$ cat config.mk
export PLATFORM = sky130hd
export DESIGN_NAME = pc_sequencer
export DESIGN_NICKNAME = d
export VERILOG_FILES = /design/src/rtl/pc_sequencer.sv
export SDC_FILE = /design/constraint.sdc
export NUM_CORES = 1
export LEC_CHECK = 0
export CORE_MARGIN = 4
export CORE_UTILIZATION = 29
export CTS_CLUSTER_DIAMETER = 150
export DETAILED_ROUTE_END_ITERATION = 8
export GPL_TIMING_DRIVEN = 0
export SLEW_MARGIN = 0
export SYNTH_ARGS = -nofsm -noshare
export SYNTH_HDL_FRONTEND = slang
export SYNTH_SLANG_ARGS = --single-unit
export TNS_END_PERCENT = 30
$ cat constraint.sdc
create_clock -name clk -period 2.7 [get_ports clk]
set_input_delay 0.405 -clock clk [delete_from_list [all_inputs] [get_ports clk]]
set_output_delay 0.405 -clock clk [all_outputs]
set_load 0.005 [all_outputs]
$ cat src/rtl/pc_sequencer.sv
// Next-PC sequencer: selects the fetch address from redirects, jumps, predictions
// and the sequential path, and steers the IF/ID and ID/EX pipeline registers.
module pc_sequencer #(
    parameter int                  mem_size     = 32,
    parameter logic [mem_size-1:0] RESET_VECTOR = 32'h00000000
) (
    input  logic                clk,
    input  logic                reset,
    input  logic [mem_size-1:0] PC_out,
    input  logic                imem_ready,
    input  logic                load_use_stall,
    input  logic                mispredict,
    input  logic [mem_size-1:0] redirect_target,
    input  logic                jal_valid,
    input  logic [mem_size-1:0] jal_target,
    input  logic                pred_taken,
    input  logic [mem_size-1:0] pred_target,
    input  logic                halt_req,
    input  logic                resume,
    output logic                PC_write,
    output logic [mem_size-1:0] jump_mux_out,
    output logic                if_id_write,
    output logic                if_id_flush,
    output logic                id_ex_flush,
    output logic [15:0]         redirect_cnt,
    output logic [15:0]         stall_cnt
);

    typedef enum logic [1:0] {BOOT = 2'd0, RUN = 2'd1, WAIT_MEM = 2'd2, HALT = 2'd3} state_t;

    state_t              state_r, state_s;
    logic                pend_valid_r, pend_valid_s;
    logic [mem_size-1:0] pend_target_r, pend_target_s;
    logic [15:0]         redirect_cnt_r, stall_cnt_r;
    logic                pc_write_s, if_id_write_s, if_id_flush_s, id_ex_flush_s, redirect_s;
    logic [mem_size-1:0] next_pc_s, pc_plus4_s;

    assign pc_plus4_s = PC_out + mem_size'(3'd4);

    // State and pending-redirect registers
    always_ff @(posedge clk or posedge reset) begin
        if (reset) begin
            state_r       <= BOOT;
            pend_valid_r  <= 1'b0;
            pend_target_r <= {mem_size{1'b0}};
        end else begin
            state_r       <= state_s;
            pend_valid_r  <= pend_valid_s;
            pend_target_r <= pend_target_s;
        end
    end

    // Next-state, next-PC and pipeline-control decode
    always_comb begin
        state_s       = state_r;
        pend_valid_s  = pend_valid_r;
        pend_target_s = pend_target_r;
        pc_write_s    = 1'b0;
        next_pc_s     = PC_out;
        if_id_write_s = 1'b1;
        if_id_flush_s = 1'b0;
        id_ex_flush_s = 1'b0;
        redirect_s    = 1'b0;
        if (reset) begin
            next_pc_s     = RESET_VECTOR;
            if_id_write_s = 1'b0;
            if_id_flush_s = 1'b1;
            id_ex_flush_s = 1'b1;
            state_s       = BOOT;
            pend_valid_s  = 1'b0;
        end else begin
            case (state_r)
                BOOT: begin
                    pc_write_s    = 1'b1;
                    next_pc_s     = RESET_VECTOR;
                    if_id_flush_s = 1'b1;
                    id_ex_flush_s = 1'b1;
                    state_s       = RUN;
                end
                // WAIT_MEM re-evaluates the full RUN decision once memory is ready
                RUN, WAIT_MEM: begin
                    if (mispredict && !imem_ready) begin
                        if_id_write_s = 1'b0;
                        if_id_flush_s = 1'b1;
                        id_ex_flush_s = 1'b1;
                        pend_valid_s  = 1'b1;
                        pend_target_s = redirect_target;
                        state_s       = WAIT_MEM;
                    end else if (pend_valid_r) begin
                        if (imem_ready) begin
                            pc_write_s   = 1'b1;
                            next_pc_s    = pend_target_r;
                            pend_valid_s = 1'b0;
                            redirect_s   = 1'b1;
                            state_s      = RUN;
                        end else begin
                            if_id_write_s = 1'b0;
                            state_s       = WAIT_MEM;
                        end
                    end else if (mispredict) begin
                        pc_write_s    = 1'b1;
                        next_pc_s     = redirect_target;
                        if_id_flush_s = 1'b1;
                        id_ex_flush_s = 1'b1;
                        redirect_s    = 1'b1;
                        state_s       = RUN;
                    end else if (halt_req) begin
                        if_id_flush_s = 1'b1;
                        state_s       = HALT;
                    end else if (!imem_ready) begin
                        if_id_write_s = 1'b0;
                        state_s       = WAIT_MEM;
                    end else if (load_use_stall) begin
                        if_id_write_s = 1'b0;
                        id_ex_flush_s = 1'b1;
                        state_s       = RUN;
                    end else if (jal_valid) begin
                        pc_write_s    = 1'b1;
                        next_pc_s     = jal_target;
                        if_id_flush_s = 1'b1;
                        state_s       = RUN;
                    end else if (pred_taken) begin
                        pc_write_s = 1'b1;
                        next_pc_s  = pred_target;
                        state_s    = RUN;
                    end else begin
                        pc_write_s = 1'b1;
                        next_pc_s  = pc_plus4_s;
                        state_s    = RUN;
                    end
                end
                HALT: begin
                    if_id_write_s = 1'b0;
                    if_id_flush_s = mispredict;
                    id_ex_flush_s = mispredict;
                    if (resume && imem_ready) begin
                        pc_write_s    = 1'b1;
                        if_id_write_s = 1'b1;
                        pend_valid_s  = 1'b0;
                        state_s       = RUN;
                        if (pend_valid_r) begin
                            next_pc_s  = pend_target_r;
                            redirect_s = 1'b1;
                        end else if (mispredict) begin
                            next_pc_s  = redirect_target;
                            redirect_s = 1'b1;
                        end else begin
                            next_pc_s = pc_plus4_s;
                        end
                    end else if (mispredict) begin
                        pend_valid_s  = 1'b1;
                        pend_target_s = redirect_target;
                        state_s       = HALT;
                    end else begin
                        state_s = HALT;
                    end
                end
                default: begin
                    state_s      = BOOT;
                    pend_valid_s = 1'b0;
                end
            endcase
        end
    end

    // Saturating performance counters
    always_ff @(posedge clk or posedge reset) begin
        if (reset) begin
            redirect_cnt_r <= 16'h0000;
            stall_cnt_r    <= 16'h0000;
        end else begin
            if (redirect_s && (redirect_cnt_r != 16'hFFFF)) begin
                redirect_cnt_r <= redirect_cnt_r + 16'd1;
            end
            if (!pc_write_s && (state_r != BOOT) && (stall_cnt_r != 16'hFFFF)) begin
                stall_cnt_r <= stall_cnt_r + 16'd1;
            end
        end
    end

    assign PC_write     = pc_write_s;
    assign jump_mux_out = next_pc_s;
    assign if_id_write  = if_id_write_s;
    assign if_id_flush  = if_id_flush_s;
    assign id_ex_flush  = id_ex_flush_s;
    assign redirect_cnt = redirect_cnt_r;
    assign stall_cnt    = stall_cnt_r;

endmodule

Yosys cells after proc, flatten, opt, wreduce, memory -nomap -nowiden
Cells that the tools add are included.

Register bits after elaboration: 67. Word-level logic and storage cells: 105. Bits in latches: 0. Memory bits (read-only): 0. Memories: 0. Output and inout bits: 68. Input port bits: 137. Memory bits (writable): 0.

Bitwise gates (word level): 1. $mul: 0. Mux-type cells: 73. Reduce and logical (&&, ||, !) cells: 14. Eq/ne operators: 9. Shift-type cells: 0. $add $sub $neg: 3. Divide/modulo/power cells: 0. Magnitude comparators: 0.

Operators by type and width (number): $mux W32 (16); $pmux W32 S3 (1); $pmux W32 S2 (1); $mux W1 (41); $add A16 B1 Y16 const B (2); $add A32 B3 Y32 const B (1); $ne A16 B16 Y1 const B (2); $mux W2 (7); $pmux W1 S3 (3); $ne A2 B2 Y1 const B (3); $pmux W1 S2 (3); $pmux W2 S3 (1); $logic_and A1 B1 Y1 (5); $reduce_and A5 Y1 (1); $eq A2 B2 Y1 const B (2); $ne A4 B4 Y1 const B (1); $reduce_bool A2 Y1 (2); $reduce_bool A3 Y1 (1); $eq A2 B1 Y1 const B (1); $logic_not A1 Y1 (2); $logic_not A2 Y1 (1); $reduce_and A2 Y1 (1); $reduce_or A2 Y1 (1); $not A1 Y1 (1).

Logic depth before layout (Yosys ltp)
Gate-level depths: netlist of run 1.

Depth after elaboration: 11. Gate-level depth with buffers: 10. Mapped depth without buffers: 8.

Worst setup path before layout of run 1
OpenSTA, ideal clock, no wires.

Path type: input to output. Start point: input port PC_out[5]. End point: output port jump_mux_out[13]. Required time: 2.295 ns. Setup slack: 0.330 ns. Data arrival time: 1.965 ns. Stages on the path: 7. Path buffers: 1. Cell sequence: buf_2 > nand3_4 > or4_4 > xnor2_2 > a2111oi_1 > o311a_1 > o22ai_1.

Cells in the longest elaborated chain, start to end: 11. Elaborated cells between the ends (all ways): 14. Those cells by class: add/sub (1); mux (13).

RTL lines: start: declaration (line 9) `input logic [mem_size-1:0] PC_out,`; $add A32 B3 Y32 * (line 38) `assign pc_plus4_s = PC_out + mem_size'(3'd4);`; $mux W32 (line 122) `end else if (pred_taken) begin`; $mux W32 (line 117) `end else if (jal_valid) begin`; $mux W32 (line 113) `end else if (load_use_stall) begin`; $mux W32 (line 110) `end else if (!imem_ready) begin`; $mux W32 (line 107) `end else if (halt_req) begin`; $mux W32 (line 100) `end else if (mispredict) begin`; $mux W32 (line 89) `end else if (pend_valid_r) begin`; $mux W32 (line 82) `if (mispredict && !imem_ready) begin`; $pmux W32 S3 * (line 72) `case (state_r)`; $mux W32 * (line 64) `if (reset) begin`; end: declaration (line 21) `output logic [mem_size-1:0] jump_mux_out,`.

Every way passes the cells marked *; elsewhere a longest branch is shown, timed or not.

Final worst setup path of run 1
Start point: input port PC_out[5]. End point: output port jump_mux_out[12].

Same word-level chain as after synthesis.

==> results.yml, run 1 <==
outcome:
  outcome: "finished, violations left"
  failed_checks: "negative setup slack"
sta:
  min_period_ns: 2.96
  setup_viol_count_final: 18
  finalCritPeriodShare_pct: 110
  fmax_ghz: 0.338
  fin_setup_tns_ns: -1.97
  timing.final.ws_setup_ns: -0.259
  clock_skew_ns: 0.0136
  timing.hold.ws_ns: 0.319
  hold_violations: 0
  drv_slew: 0
  worstMarginPinSlew_ns: 0.660
  max_slew_margin_pct: 55.6
  rsz0062_at_grt: "true"
pwr:
  powerDensity_nw_per_um2: 439
  totalPowerFinal_mw: 4.54
  ir_drop_v: 0.000350
  power_leakage_nw: 4.25
worst_setup_path:
  crit_path_frequent_cell: "buf_4"
  worstPathCellList: "buf_4, nand3_4, buf_4, nor4_4, xor2_1, a2111oi_2, o21ai_1, a22o_1, clkdlybuf4s50_1"
  worst_setup_path_end_kind: "primary output"
  path_buf_inv: 3
  crit_path_top_delay_cell: "clkdlybuf4s50_1"
  critPathLaunchType: "primary input"
  path_max_fanout: 10
  max_stage_delay_ns: 0.45
  reg2regPathDepth: 8
  cp.depth: 9
  crit_family: "buffers and inverters"
  worst_ep_arrival_time_ns: 2.55
  criticalPathCategory: "in2out"
  critPathRequiredTime_ns: 2.30
cts:
  clock_latency_ns: 0.36
  h-tree-depth: 3
  holdBufCountCts: 0
  numCtsBuffers: 9
  clock-sinks: 67
  cts_root_buffer: "clkbuf_16"
  path_clk_slew_ns: 0.07
  cts_tree: "done"
  cts_buffer_depth: 2
cells_and_area:
  drive_above_1_share_pct: 29.2
  syn_to_final_growth_pct: 63.0
  design_area_um2: 10400
  antennaDiodeCount: 0
  multi_input_area_um2: 4980
  utilization_pct: 48.7
  fillers: 2075
  final_nets: 1221
  seqCellArea_um2: 1680
global_route:
  grt_pass1_vias: 8007
  gr-total-overflow: 0
  antenna_found_initial: 2
  track_usage_pct: 26.3
  grt_max_degree: 51
  grt_pass1_wl_um: 48800
logic_synthesis:
  synth_edf_count: 0
  synth.distinct_cells: 77
  synth_area_um2: 6350
  yosys_warnings: 0
  synthFlopType: "dfrtp_1"
  synth-seq-area-share_pct: 26.4
  syn_avg_cell_area_um2: 7.84
  synth-seq-cells: 67
  syn-num-nets: 953
  synth_cells: 810
  synthArstFlopShare_pct: 100
route:
  antenna_left: 0
  wl_um: 34000
  vias_per_cell: 6.09
  drc_errors: 0
  first_pass_iters: 6
  wl_per_cell_um: 25.0
  dr.first_iter.drc_count: 1106
  num_vias: 8264
min_path:
  hp-class: "in2async"
floorplan:
  io_pins: 205
  die_w_um: 156
  placementRows: 53
  initial_core_util_pct: 29.8
  core_area_um2: 21300
  die_area_um2: 24300
  die_height_um: 156
placement:
  numPortBuffers: 194
  place_congestion: 0.974
  post_dp_cell_area_um2: 8670
  hpwl_um: 23800
job:
  maxCapViolCount: 0
-- routing by layer --
layer  vias to the layer above  global-route usage (%)  part of all wire, %
met1                      3912                    34.1                   39
met2                       606                    40.5                   45
li1                       3633                       -                    -
met4                         4                    10.5                  3.9
met5                         -                       0                0.059
met3                       109                    8.60                   12
-- flip-flops by register name (all words and copies together) (netlist names) --
| signal | count |
|---|---|
| pend_valid_r | 1 |
| stall_cnt | 16 |
| pend_target_r | 32 |
| state_r | 2 |
| redirect_cnt | 16 |
-- repair_timing --
item / in CTS / in global routing
endpoints found under the setup margin: 38 / 33
gates resized for setup: 350 / 62
cloned: 1 / 0
pin swaps: 45 / 16
setup buffers: 51 / 15
-- report_power, final --
group	total [mW]	switching, mW	internal, mW
clock network	1.29	0.556	0.733
registers	1.47	0.224	1.25
logic	1.78	0.898	0.886
-- stage by stage --
stage	instances	worst slack (ns)
after floorplan	810	0.330
after global placement	1279	-1.39
after detailed placement	1280	-1.39
after CTS	1343	-0.247
after global routing	1358	-0.326
final	1358	-0.259
-- cell families after synthesis --
group           count (synthesis)  synth area share (%)
xor+xnor                       54                  7.56
flops                          67                  26.4
compound gates                308                  31.9
simple gates                  247                  19.6
buf+inv                        81                  5.24
mux                            47                  8.06
fa+ha+maj                       6                  1.18
-- synthesized netlist by cell type, types with 7 or more instances --
master     n  share of area (%)
o21ai_0   81                6.4
dfrtp_1   67                 26
nand2_1   67                4.0
a21oi_1   62                4.9
nor2_1    62                3.7
clkbuf_1  37                2.2
mux2_2    33                5.8
o22ai_1   30                3.0
xnor2_1   29                4.0
nand3_1   27                2.1
xor2_1    24                3.3
nand4_1   18                1.8
a22oi_1   17                2.0
inv_1     17                1.0
a221oi_1  16                2.2
buf_2     16                1.3
o211ai_1  15                1.8
mux2i_1   14                2.2
and3_1    12                1.2
a221o_1   11                1.7
nor3_1    11               0.87
o221ai_1  11                1.5
nand2b_1  10               0.98
a31oi_1    8               0.79
a211oi_1   7               0.83
-- final timing paths --
check	from	endpoint	slack, ns
worst max-delay path	PC_out[5]	jump_mux_out[12]	-0.26
worst min-delay path	reset	pend_target_r[17]$_DFFE_PP0P_	0.32
worst max register to register	state_r[0]$_DFF_PP0_	pend_target_r[0]$_DFFE_PP0P_	0.25
worst min register to register	redirect_cnt[7]$_DFFE_PP0P_	redirect_cnt[7]$_DFFE_PP0P_	0.49
max in group asynchronous	reset	pend_valid_r$_DFFE_PP0P_	1.81
min in group clk	redirect_cnt[7]$_DFFE_PP0P_	redirect_cnt[7]$_DFFE_PP0P_	0.49
-- area by class of cell --
type / instances / share of cell area (%)
clock inverters: 7 / 0.797
clock buffers: 9 / 2.17
inverters: 20 / 0.834
plain buffers: 56 / 4.92
multi-input cells: 663 / 48.1
well taps: 275 / 3.32
repair buffers: 261 / 23.6
flip-flops and latches: 67 / 16.2
-- layout by cell type (no fill, tap or decap), drive strengths merged, types with 16 or more instances in the layout --
master,synthesis,layout
buf,23,113
a21oi,62,62
clkdlybuf4s50,0,138
nand2,68,68
o21ai,81,81
inv,18,20
dlygate4sd2,0,16
nor2,63,63
o22ai,30,30
dfrtp,67,67
a22oi,17,17
a221oi,16,16
xor2,24,24
nand3,28,29
xnor2,30,30
nand4,18,18
clkbuf,38,43
mux2,33,33
No activity file was read; power rests on OpenSTA's default activity.
==> run 2: changes to the inputs <==
--- a/config.mk
+++ b/config.mk
@@ -9,6 +9,7 @@
 export CORE_UTILIZATION = 29
 export CTS_CLUSTER_DIAMETER = 150
 export DETAILED_ROUTE_END_ITERATION = 8
+export GPL_ROUTABILITY_DRIVEN = 0
 export GPL_TIMING_DRIVEN = 0
 export SLEW_MARGIN = 0
 export SYNTH_ARGS = -nofsm -noshare
==> results.yml, run 2 (same netlist as run 1, synthesis figures left out) <==
sta:
  drv_slew: 0
  fmax_ghz: 0.347
  hold_violations: 0
  finalCritPeriodShare_pct: 107
  timing.hold.ws_ns: 0.332
  clock_skew_ns: 0.00721
  setup_viol_count_final: 13
  timing.final.ws_setup_ns: -0.183
  fin_setup_tns_ns: -0.941
  rsz0062_at_grt: "true"
  min_period_ns: 2.88
  worstMarginPinSlew_ns: 0.687
  max_slew_margin_pct: 53.8
placement:
  dpl_worst_slack_ns: -1.35
  numPortBuffers: 194
  post_dp_cell_area_um2: 8670
  hpwl_um: 23500
worst_setup_path:
  path_max_fanout: 5
  r2r-end: "pend_target_r[1]$_DFFE_PP0P_"
  reg2regPathDepth: 7
  critPathLaunchType: "flip-flop"
  ff2ff_setup_slack_ns: 0.38
  worst_ep_arrival_time_ns: 2.48
  worst_setup_path_end_kind: "primary output"
  criticalPathCategory: "reg2out"
  critPathRequiredTime_ns: 2.30
  r2r_start: "state_r[1]$_DFF_PP0_"
global_route:
  gr-total-overflow: 0
  grt_max_degree: 50
  grt_pass1_wl_um: 48800
  track_usage_pct: 26.2
  grt_pass1_vias: 8156
  antenna_found_initial: 2
cells_and_area:
  design_area_um2: 10200
  syn_to_final_growth_pct: 61.4
  fillers: 2070
  drive_above_1_share_pct: 28.2
  layout_commonest_cell: "clkdlybuf4s50_1"
  final_nets: 1218
  regMostFlops: "pend_target_r"
  largest_register_ff_count: 32
  utilization_pct: 48.2
  antennaDiodeCount: 0
  final_cell_mix: "clkdlybuf4s50_1, o21ai_0, dfrtp_1"
pwr:
  switching_power_mw: 1.64
  pwr-share-seq_pct: 32.6
  ir_drop_v: 0.000298
  powerDensity_nw_per_um2: 437
  power.internal_mw: 2.84
  switching_share_pct: 36.6
  power_leakage_nw: 4.19
  comb_power_share_pct: 39.0
  power.share.clock_pct: 28.3
cts:
  cts_tree: "done"
  cts_buffer_depth: 2
  numCtsBuffers: 9
  clock-sinks: 67
  cts_root_buffer: "clkbuf_16"
  h-tree-depth: 3
  path_clk_slew_ns: 0.07
  clock_latency_ns: 0.36
  holdBufCountCts: 0
route:
  wl_um: 33300
  dr.first_iter.drc_count: 1072
  drc_errors: 0
  wl_per_cell_um: 24.6
  num_vias: 8422
  antenna_left: 0
  first_pass_iters: 6
  vias_per_cell: 6.22
job:
  maxCapViolCount: 0
floorplan:
  die_height_um: 156
  die_area_um2: 24300
  io_pins: 205
  initial_core_util_pct: 29.8
  core_area_um2: 21300
  placementRows: 53
  die_w_um: 156
outcome:
  outcome: "finished, violations left"
  failed_checks: "negative setup slack"
min_path:
  hp-class: "in2async"
[run 2: cell count changes in the layout (fill, tap and decap cells not counted), sizes merged]
cell           before  now
clkdlybuf4s15       6    8
dlymetal6s2s       10    6
clkinvlp            4    1
buf               113  108
clkdlybuf4s50     138  135
clkbuf             43   46
dlygate4sd2        16   20
clkinv              2    4
inv                20   21
[run 2: how the worst max path moves through the flow]
stage,from,end,depth (start not counted)
after floorplan,PC_out[5],jump_mux_out[13],7
after global placement,imem_ready,jump_mux_out[6],9
after detailed placement,load_use_stall,jump_mux_out[6],9
after CTS,state_r[1]$_DFF_PP0_,jump_mux_out[5],8
after global routing,state_r[1]$_DFF_PP0_,jump_mux_out[24],9
final,state_r[1]$_DFF_PP0_,jump_mux_out[24],9
[run 2: layout make-up]
type	instances	area [um^2]	area share (%)
buffer	56	507	4.94
clock buffer	9	225	2.20
clock inverter	7	78.8	0.769
inverter	20	82.6	0.806
multi-input combinational	663	4960	48.4
sequential	67	1680	16.4
tap	275	344	3.36
timing repair buffer	258	2370	23.2
[run 2: power groups by stage]
stage,Clock [mW],Sequential [mW],Combinational (mW)
final,1.27,1.46,1.75
after detailed placement,0,1.46,1.46
after global routing,1.33,1.50,1.85
after global placement,0,1.45,1.44
after floorplan,0,1.42,0.752
after CTS,1.28,1.45,1.65
[run 2: timing repair]
action                     in CTS  in global routing
setup endpoints to repair      38                 33
pin swaps                      42                 29
cloned                          1                  0
setup buffers                  48                 15
gates resized for setup       326                 88
[run 2: per-stage QoR]
step                power, mW  std cells
floorplan                2.17        810
global route             4.67       1355
detailed placement       2.92       1280
finish                   4.48       1355
global placement         2.89       1279
CTS                      4.38       1340
[run 2: metal layers]
| layer | track usage [%] | wire length, um | up-vias | part of all wire, % |
|---|---|---|---|---|
| met5 | 0 | 24 | - | 0.072 |
| met4 | 14.1 | 1920 | 4 | 5.8 |
| met1 | 33.8 | 12800 | 3936 | 39 |
| met3 | 8.04 | 4160 | 166 | 12 |
| li1 | - | - | 3641 | - |
| met2 | 39.0 | 14400 | 675 | 43 |
[run 2: worst max-delay path: stages, from the launching register on]
cell	delay [ns]
dfrtp_1	0.36
inv_2	0.07
ha_4	0.18
or2_4	0.28
nor2_4	0.17
buf_6	0.14
o221ai_1	0.10
a21oi_1	0.14
a21o_1	0.16
clkdlybuf4s50_1	0.51
